### config.mk
export PLATFORM = sky130hd
export DESIGN_NAME = fifo_sync_flat
export DESIGN_NICKNAME = d
export VERILOG_FILES = /design/src/rtl/fifo_sync_pkg.sv /design/src/rtl/fifo_sync_if.sv /design/src/rtl/fifo_sync_mem.sv /design/src/rtl/fifo_sync.sv /design/src/flat_wrapper.sv
export SDC_FILE = /design/constraint.sdc
export NUM_CORES = 1
export LEC_CHECK = 0
export CORE_MARGIN = 1.5
export CORE_UTILIZATION = 45
export DETAILED_ROUTE_END_ITERATION = 10
export PLACE_DENSITY = 0.75
export SKIP_LAST_GASP = 1
export SLEW_MARGIN = 20
export SYNTH_ARGS = -nofsm -noshare
export SYNTH_HDL_FRONTEND = slang
export SYNTH_SLANG_ARGS = --single-unit
### constraint.sdc
create_clock -name clk_w -period 4.8 [get_ports clk_w]
set_input_delay 0.96 -clock clk_w [delete_from_list [all_inputs] [get_ports clk_w]]
set_output_delay 0.96 -clock clk_w [all_outputs]
set_load 0.02 [all_outputs]
### src/rtl/fifo_sync_pkg.sv
// Shared constants and helpers for the single-clock FIFO (package fifo_pkg).
package fifo_pkg;

    localparam int FIFO_WIDTH = 16;
    localparam int FIFO_DEPTH = 8;

    // Address width for a power-of-two depth; the pointers carry one extra wrap bit.
    function automatic int addr_w(input int d);
        return (d <= 2) ? 1 : $clog2(d);
    endfunction

endpackage

### src/rtl/fifo_sync_if.sv
// Producer/consumer bus of the single-clock FIFO; the FIFO uses the slave side.
interface fifo_sync_if #(
    parameter int width = fifo_pkg::FIFO_WIDTH
) ();

    logic [width-1:0] data_in;
    logic             wr_en;
    logic             rd_en;
    logic [width-1:0] data_out;
    logic             FIFO_full;
    logic             FIFO_empty;

    modport master (
        output data_in, wr_en, rd_en,
        input  data_out, FIFO_full, FIFO_empty
    );

    modport slave (
        input  data_in, wr_en, rd_en,
        output data_out, FIFO_full, FIFO_empty
    );

endinterface

### src/rtl/fifo_sync_mem.sv
// depth x width register array: synchronous write port, registered read port.
module fifo_mem
    import fifo_pkg::*;
#(
    parameter int width = FIFO_WIDTH,
    parameter int depth = FIFO_DEPTH
) (
    input  logic                      clk,
    input  logic                      rst,
    input  logic                      we,
    input  logic [addr_w(depth)-1:0]  waddr,
    input  logic [width-1:0]          wdata,
    input  logic                      re,
    input  logic [addr_w(depth)-1:0]  raddr,
    output logic [width-1:0]          rdata
);

    logic [width-1:0] mem_q [depth];
    logic [width-1:0] rdata_q;

    // Storage is deliberately left out of reset; only the output register clears.
    always_ff @(posedge clk) begin
        if (we) begin
            mem_q[waddr] <= wdata;
        end
    end

    always_ff @(posedge clk) begin
        if (rst) begin
            rdata_q <= '0;
        end else if (re) begin
            rdata_q <= mem_q[raddr];
        end
    end

    assign rdata = rdata_q;

endmodule

### src/rtl/fifo_sync.sv
// Single-clock FIFO: wrap-bit pointers, full/empty flags, registered read data.
// Optional sticky overflow/underflow outputs are enabled by defining FIFO_ERR_FLAGS_EN.
module fifo_sync
    import fifo_pkg::*;
#(
    parameter int width = FIFO_WIDTH,
    parameter int depth = FIFO_DEPTH
) (
    input  logic        clk_w,
    input  logic        reset,
`ifdef FIFO_ERR_FLAGS_EN
    output logic        overflow,
    output logic        underflow,
`endif
    fifo_sync_if.slave  fif
);

    localparam int AW = addr_w(depth);
    localparam logic [AW:0] PTR_ONE = 1;

    logic [AW:0]      wptr_q, wptr_d;
    logic [AW:0]      rptr_q, rptr_d;
    logic             full;
    logic             empty;
    logic             wr_acc;
    logic             rd_acc;
    logic [width-1:0] rdata;

    // Equal pointers mean empty; same slot on opposite laps means full.
    assign empty  = (wptr_q == rptr_q);
    assign full   = (wptr_q[AW] != rptr_q[AW]) && (wptr_q[AW-1:0] == rptr_q[AW-1:0]);
    assign wr_acc = fif.wr_en && !full;
    assign rd_acc = fif.rd_en && !empty;

    always_comb begin
        wptr_d = wptr_q;
        rptr_d = rptr_q;
        if (wr_acc) begin
            wptr_d = wptr_q + PTR_ONE;
        end
        if (rd_acc) begin
            rptr_d = rptr_q + PTR_ONE;
        end
    end

    always_ff @(posedge clk_w) begin
        if (reset) begin
            wptr_q <= '0;
            rptr_q <= '0;
        end else begin
            wptr_q <= wptr_d;
            rptr_q <= rptr_d;
        end
    end

    fifo_mem #(
        .width (width),
        .depth (depth)
    ) u_mem (
        .clk   (clk_w),
        .rst   (reset),
        .we    (wr_acc && !reset),
        .waddr (wptr_q[AW-1:0]),
        .wdata (fif.data_in),
        .re    (rd_acc && !reset),
        .raddr (rptr_q[AW-1:0]),
        .rdata (rdata)
    );

    assign fif.data_out   = rdata;
    assign fif.FIFO_full  = full;
    assign fif.FIFO_empty = empty;

`ifdef FIFO_ERR_FLAGS_EN
    logic ovf_q;
    logic udf_q;

    // Sticky until reset: record any request the FIFO had to refuse.
    always_ff @(posedge clk_w) begin
        if (reset) begin
            ovf_q <= 1'b0;
            udf_q <= 1'b0;
        end else begin
            ovf_q <= ovf_q || (fif.wr_en && full);
            udf_q <= udf_q || (fif.rd_en && empty);
        end
    end

    assign overflow  = ovf_q;
    assign underflow = udf_q;
`endif

endmodule

### src/flat_wrapper.sv
// flat-port wrapper written by rule: the top's interface ports become plain ports
module fifo_sync_flat import fifo_pkg::*;
#(
    parameter int width = FIFO_WIDTH,
    parameter int depth = FIFO_DEPTH
)
  (clk_w, reset, fif_data_in, fif_wr_en, fif_rd_en, fif_data_out, fif_FIFO_full, fif_FIFO_empty);
  fifo_sync_if #(.width(width)) fif_i ();
  input  logic clk_w;
  input  logic reset;
  input wire logic [$bits(fif_i.data_in)-1:0] fif_data_in;
  input wire logic [$bits(fif_i.wr_en)-1:0] fif_wr_en;
  input wire logic [$bits(fif_i.rd_en)-1:0] fif_rd_en;
  output wire logic [$bits(fif_i.data_out)-1:0] fif_data_out;
  output wire logic [$bits(fif_i.FIFO_full)-1:0] fif_FIFO_full;
  output wire logic [$bits(fif_i.FIFO_empty)-1:0] fif_FIFO_empty;
  assign fif_i.data_in = fif_data_in;
  assign fif_i.wr_en = fif_wr_en;
  assign fif_i.rd_en = fif_rd_en;
  assign fif_data_out = fif_i.data_out;
  assign fif_FIFO_full = fif_i.FIFO_full;
  assign fif_FIFO_empty = fif_i.FIFO_empty;
  fifo_sync #(.width(width), .depth(depth)) u_core (.clk_w(clk_w), .reset(reset), .fif(fif_i));
endmodule
==> After elaboration in Yosys (flattened, before gate mapping) <==
Memories as Yosys holds them, arrays and structs flattened. A register that Yosys moved wholly into a read port is not among the register bits.
Index checks and enable logic that the tools add are counted.
{ "classes": {"add_sub_neg": 2, "n_eq_ne": 3, "n_mux": 2, "n_reduce_logical": 8} }
{ "op_table": {"columns": ["operator", "n"], "rows": [
  ["4-bit by 1-bit adder with 4-bit output, second input constant", 2],
  ["1-bit logical AND", 5],
  ["4-bit equality test", 1],
  ["3-bit equality test", 1],
  ["1-bit zero test", 3],
  ["1-bit 2-to-1 mux", 2],
  ["1-bit != test", 1]
]} }
{ "word_totals": {"ff_bits": 8, "ramBits": 128, "input_bits": 20, "out_inout_bits": 18, "mem_count": 1} }
{ "memory_table": {"columns": ["memory", "depth", "width", "read_ports", "rd_clocked_by_memory_dff", "write_ports", "line_no", "text"], "rows": [
  ["u_core.u_mem.mem_q", 8, 16, 1, 1, 1, "fifo_sync_mem.sv:18", "logic [width-1:0] mem_q [depth];"]
]} }

==> Logic depth before layout (Yosys ltp) <==
{ "depth": {"ltp_word": 7, "depth_mapped": 7, "depth_no_buf": 4} }

==> Modules after synthesis <==
A second synthesis with hierarchy kept.
{ "hier_totals": {"cells_unflattened": 372, "hier_area_um2": 6202.2} }
{ "by_module_without_submodules": {"columns": ["mod", "instances", "cells_each", "area_each_um2", "seq_area_each_um2"], "rows": [
  ["fifo_mem", 1, 307, 5570.3, 4164.0],
  ["fifo_sync", 1, 65, 631.9, 160.2]
]} }

==> Least setup slack after synthesis <==
OpenSTA, ideal clock, no wires.
{ "synth_timing": {"path_kind": "input to register", "start": "in reset", "end": "mem u_core.u_mem.mem_q[0][0] (netlist name), enable pin", "t_arrival_ps": 2990, "path_slack_ps": 1380, "stages": 3, "n_path_buf": 1, "path_cell_list": "buf_1 -> or2_2 -> nor4_1"} }
{ "synth_via": {"elab_chain_len": 4} }
{ "synth_rtl": {"columns": ["element", "line_no", "text"], "rows": [
  ["start, declared", "flat_wrapper.sv:10", "input logic reset;"],
  ["1-bit zero test", "fifo_sync.sv:62", ".we (wr_acc && !reset),"],
  ["1-bit logical AND", "fifo_sync.sv:62", null],
  ["1-bit 2-to-1 mux", "fifo_sync_mem.sv:23", "if (we) begin"],
  ["1-bit 2-to-1 mux (implied by the code)", "fifo_sync_mem.sv:24", "mem_q[waddr] <= wdata;"],
  ["end, declared", "fifo_sync_mem.sv:18", null]
]} }
No other way between the ends.

==> Final worst setup path <==
{ "layout_timing": {"start": "reg u_core.rptr_q[1]", "end": "out fif_FIFO_empty"} }
{ "layout_via": {"elab_chain_len": 1} }
{ "layout_rtl": {"columns": ["element", "line_no", "text"], "rows": [
  ["start, declared", "fifo_sync.sv:22", "logic [AW:0] rptr_q, rptr_d;"],
  ["start signal, assigned", "fifo_sync.sv:52", "rptr_q <= rptr_d;"],
  ["4-bit equality test", "fifo_sync.sv:30", "assign empty = (wptr_q == rptr_q);"],
  ["end, declared", "flat_wrapper.sv:16", "output wire logic [$bits(fif_i.FIFO_empty)-1:0] fif_FIFO_empty;"]
]} }
No other way between the ends.

==> metrics.yaml <==
critPathArrivalTime_ps: 2420
fillCellCount: 1000
grt_pass1_wl_um: 15700
slowest_delay_ps: 630
peakVddDrop_uv: 289
hold_class: "reg -> reg"
multi_input_area_um2: 1490
rsz0062_at_grt: "false"
seq_area_frac_synth: 0.731
drv_cap: 0
area_growth_pct: 18.8
regArea_um2: 4330
cts-root-buf: "clkbuf_16"
dieArea_um2: 13800
synth_edf_count: 128
worstPathRequired_ps: 3840
diodes: 0
dieWidth_um: 118
drtIter0Drc: 143
gp_congestion: 0.734
insertion_delay_ps: 420
dr.pass1.iters: 4
clkSinkCount: 152
slowest_stage: "clkdlybuf4s50_1"
powerDensity_nw_per_um2: 450
grt.total_usage: 0.154
gr-total-overflow: 0
synth_most_common_cell: "edfxtp_1"
finish.instance_area_um2: 7020
post-route-drc-count: 0
synth_top_area_cell: "edfxtp_1"
layout.nets: 373
cts-buffers-inserted: 17
synth_cells: 303
crit_family: "buffers and inverters"
slew_viol_final: 0
ys_ff_latch: 152
die_h_um: 118
syn_area_um2: 5910
period_share: 0.704
fin_crit_ps: 3380
fp.coreArea_um2: 12700
hold_buffers: 0
grt_max_degree: 37
yosysTopAreaCellShare: 0.650
crit_chain: "buf_4, xor2_2, or2_2, nor3_1, clkdlybuf4s50_1"
synth.distinct_cells: 29
cp-end-kind: "output pin"
place.port_buffers: 37
slew_headroom: 0.483
synthTopCellsByArea: "edfxtp_1 65%, mux4_2 12%, dfxtp_1 8.1%"
synthesis.nets: 325
dp_hpwl_um: 5810
final_util: 0.552
setup_violations: 0
ys.flop_type: "edfxtp_1"
fp-row-count: 41
ioPinCount: 38
grt_antenna_before_repair: 0
hold_viol: 0
holdWs_ps: 506
clock_skew_ps: 9.35
synth.avg_cell_area_um2: 19.5
vias: 2800
cts_setup_buffers: 0
critPathBufInv: 2
drive_above_1_share: 0.253
cts_tree: "built"
p_leak_uw: 0.00217
fmax_mhz: 296
path_max_fanout: 20
finalSetupTns_ps: 0
synthTopCellsByCount: "128 x edfxtp_1, 32 x mux4_2, 24 x dfxtp_1, 24 x nor2_1, 18 x mux2i_1"
start_kind: "flop"
cts_resized: 0
ys_warn_count: 0
wl_um: 10100
ant_nets: 0
async_reset_ff_frac: 0
routed_via_density: 5.23
worst_pin_slew_ps: 776
drt-wirelength-per-cell_um: 18.9
start_util: 0.465
cts_max_path_buffers: 2
worstSetupPathType: "reg -> out"
grt_pass1_vias: 2869
status: "completed"
path_clk_slew_ps: 50
cts_max_level: 4
dpl_cell_area_um2: 6490
-- through the flow --
step	power (uW)	cells	setup WS, ps
6_report	3160	535	1420
5_1_grt	3280	535	1280
4_1_cts	3190	535	1430
3_5_place_dp	2020	504	1650
3_3_place_gp	2010	504	1720
2_1_floorplan	1880	303	1380
-- per-layer routing --
layer | track usage | wire [um] | up-vias
met1 | 0.197 | 4440 | 1413
li1 | - | - | 1306
met4 | 0.0587 | 137 | 0
met3 | 0.0514 | 549 | 14
met5 | 0 | 0 | -
met2 | 0.246 | 4990 | 67
-- power by group --
group / internal (uW) / switching, uW
sequential: 1480 / 29.9
clock: 695 / 471
combinational: 230 / 247
total: 2410 / 748
-- worst min-delay path, stage by stage, from the launching register on --
cell and delay (ps):
dfxtp_1 310, nor2_1 100, a211oi_1 50
-- final timing paths --
path | start | to | slack [ps] | cells after the start
setup / recovery | u_core.rptr_q[1]$_SDFFE_PP0P_ | fif_FIFO_empty | 1420 | 5
hold / removal | u_core.u_mem.rdata[5]$_SDFFE_PP0P_ | u_core.u_mem.rdata[5]$_SDFFE_PP0P_ | 510 | 2
setup reg to reg | u_core.rptr_q[1]$_SDFFE_PP0P_ | u_core.u_mem.mem_q[7][11]$_DFFE_PP_ | 2360 | 6
hold reg to reg | u_core.u_mem.rdata[5]$_SDFFE_PP0P_ | u_core.u_mem.rdata[5]$_SDFFE_PP0P_ | 510 | 2
-- state kept, by name (all words and copies together) (netlist names) --
name	cells
u_core.u_mem.mem_q	128
u_core.u_mem.rdata	16
u_core.wptr_q	4
u_core.rptr_q	4
-- logic make-up (layout without fill, tap and decap cells) --
kind of cell | Yosys count | in the layout | synth area share
and+or+nand+nor | 43 | 43 | 0.0337
muxes | 50 | 50 | 0.152
adders and majority gates | 2 | 2 | 0.00423
DFF | 152 | 152 | 0.731
xor gates and xnor gates | 7 | 7 | 0.0129
AOI/OAI and AO/OA | 26 | 26 | 0.0413
buffers and inverters | 23 | 83 | 0.0241
-- cells in the final DEF, fill, tap and decap left out, types with 4 or more instances in the layout --
cell type | netlist | layout
edfxtp_1 | 128 | 128
clkdlybuf4s50_1 | 0 | 37
mux4_2 | 32 | 32
nor2_1 | 24 | 24
dfxtp_1 | 24 | 23
mux2i_1 | 18 | 18
clkbuf_16 | 0 | 17
a211oi_2 | 12 | 12
buf_4 | 1 | 12
clkinv_1 | 0 | 5
nor4_2 | 0 | 4
a21oi_1 | 4 | 4
a211oi_1 | 4 | 4
-- final cells by class --
class | instances | area share
inverters | 3 | 0.00160
clock inverters | 12 | 0.0123
repair buffers | 49 | 0.0656
flip-flops and latches | 152 | 0.616
well taps | 172 | 0.0306
multi-input cells | 128 | 0.212
clock buffers | 19 | 0.0617
Power figures use the tool's default switching activity.
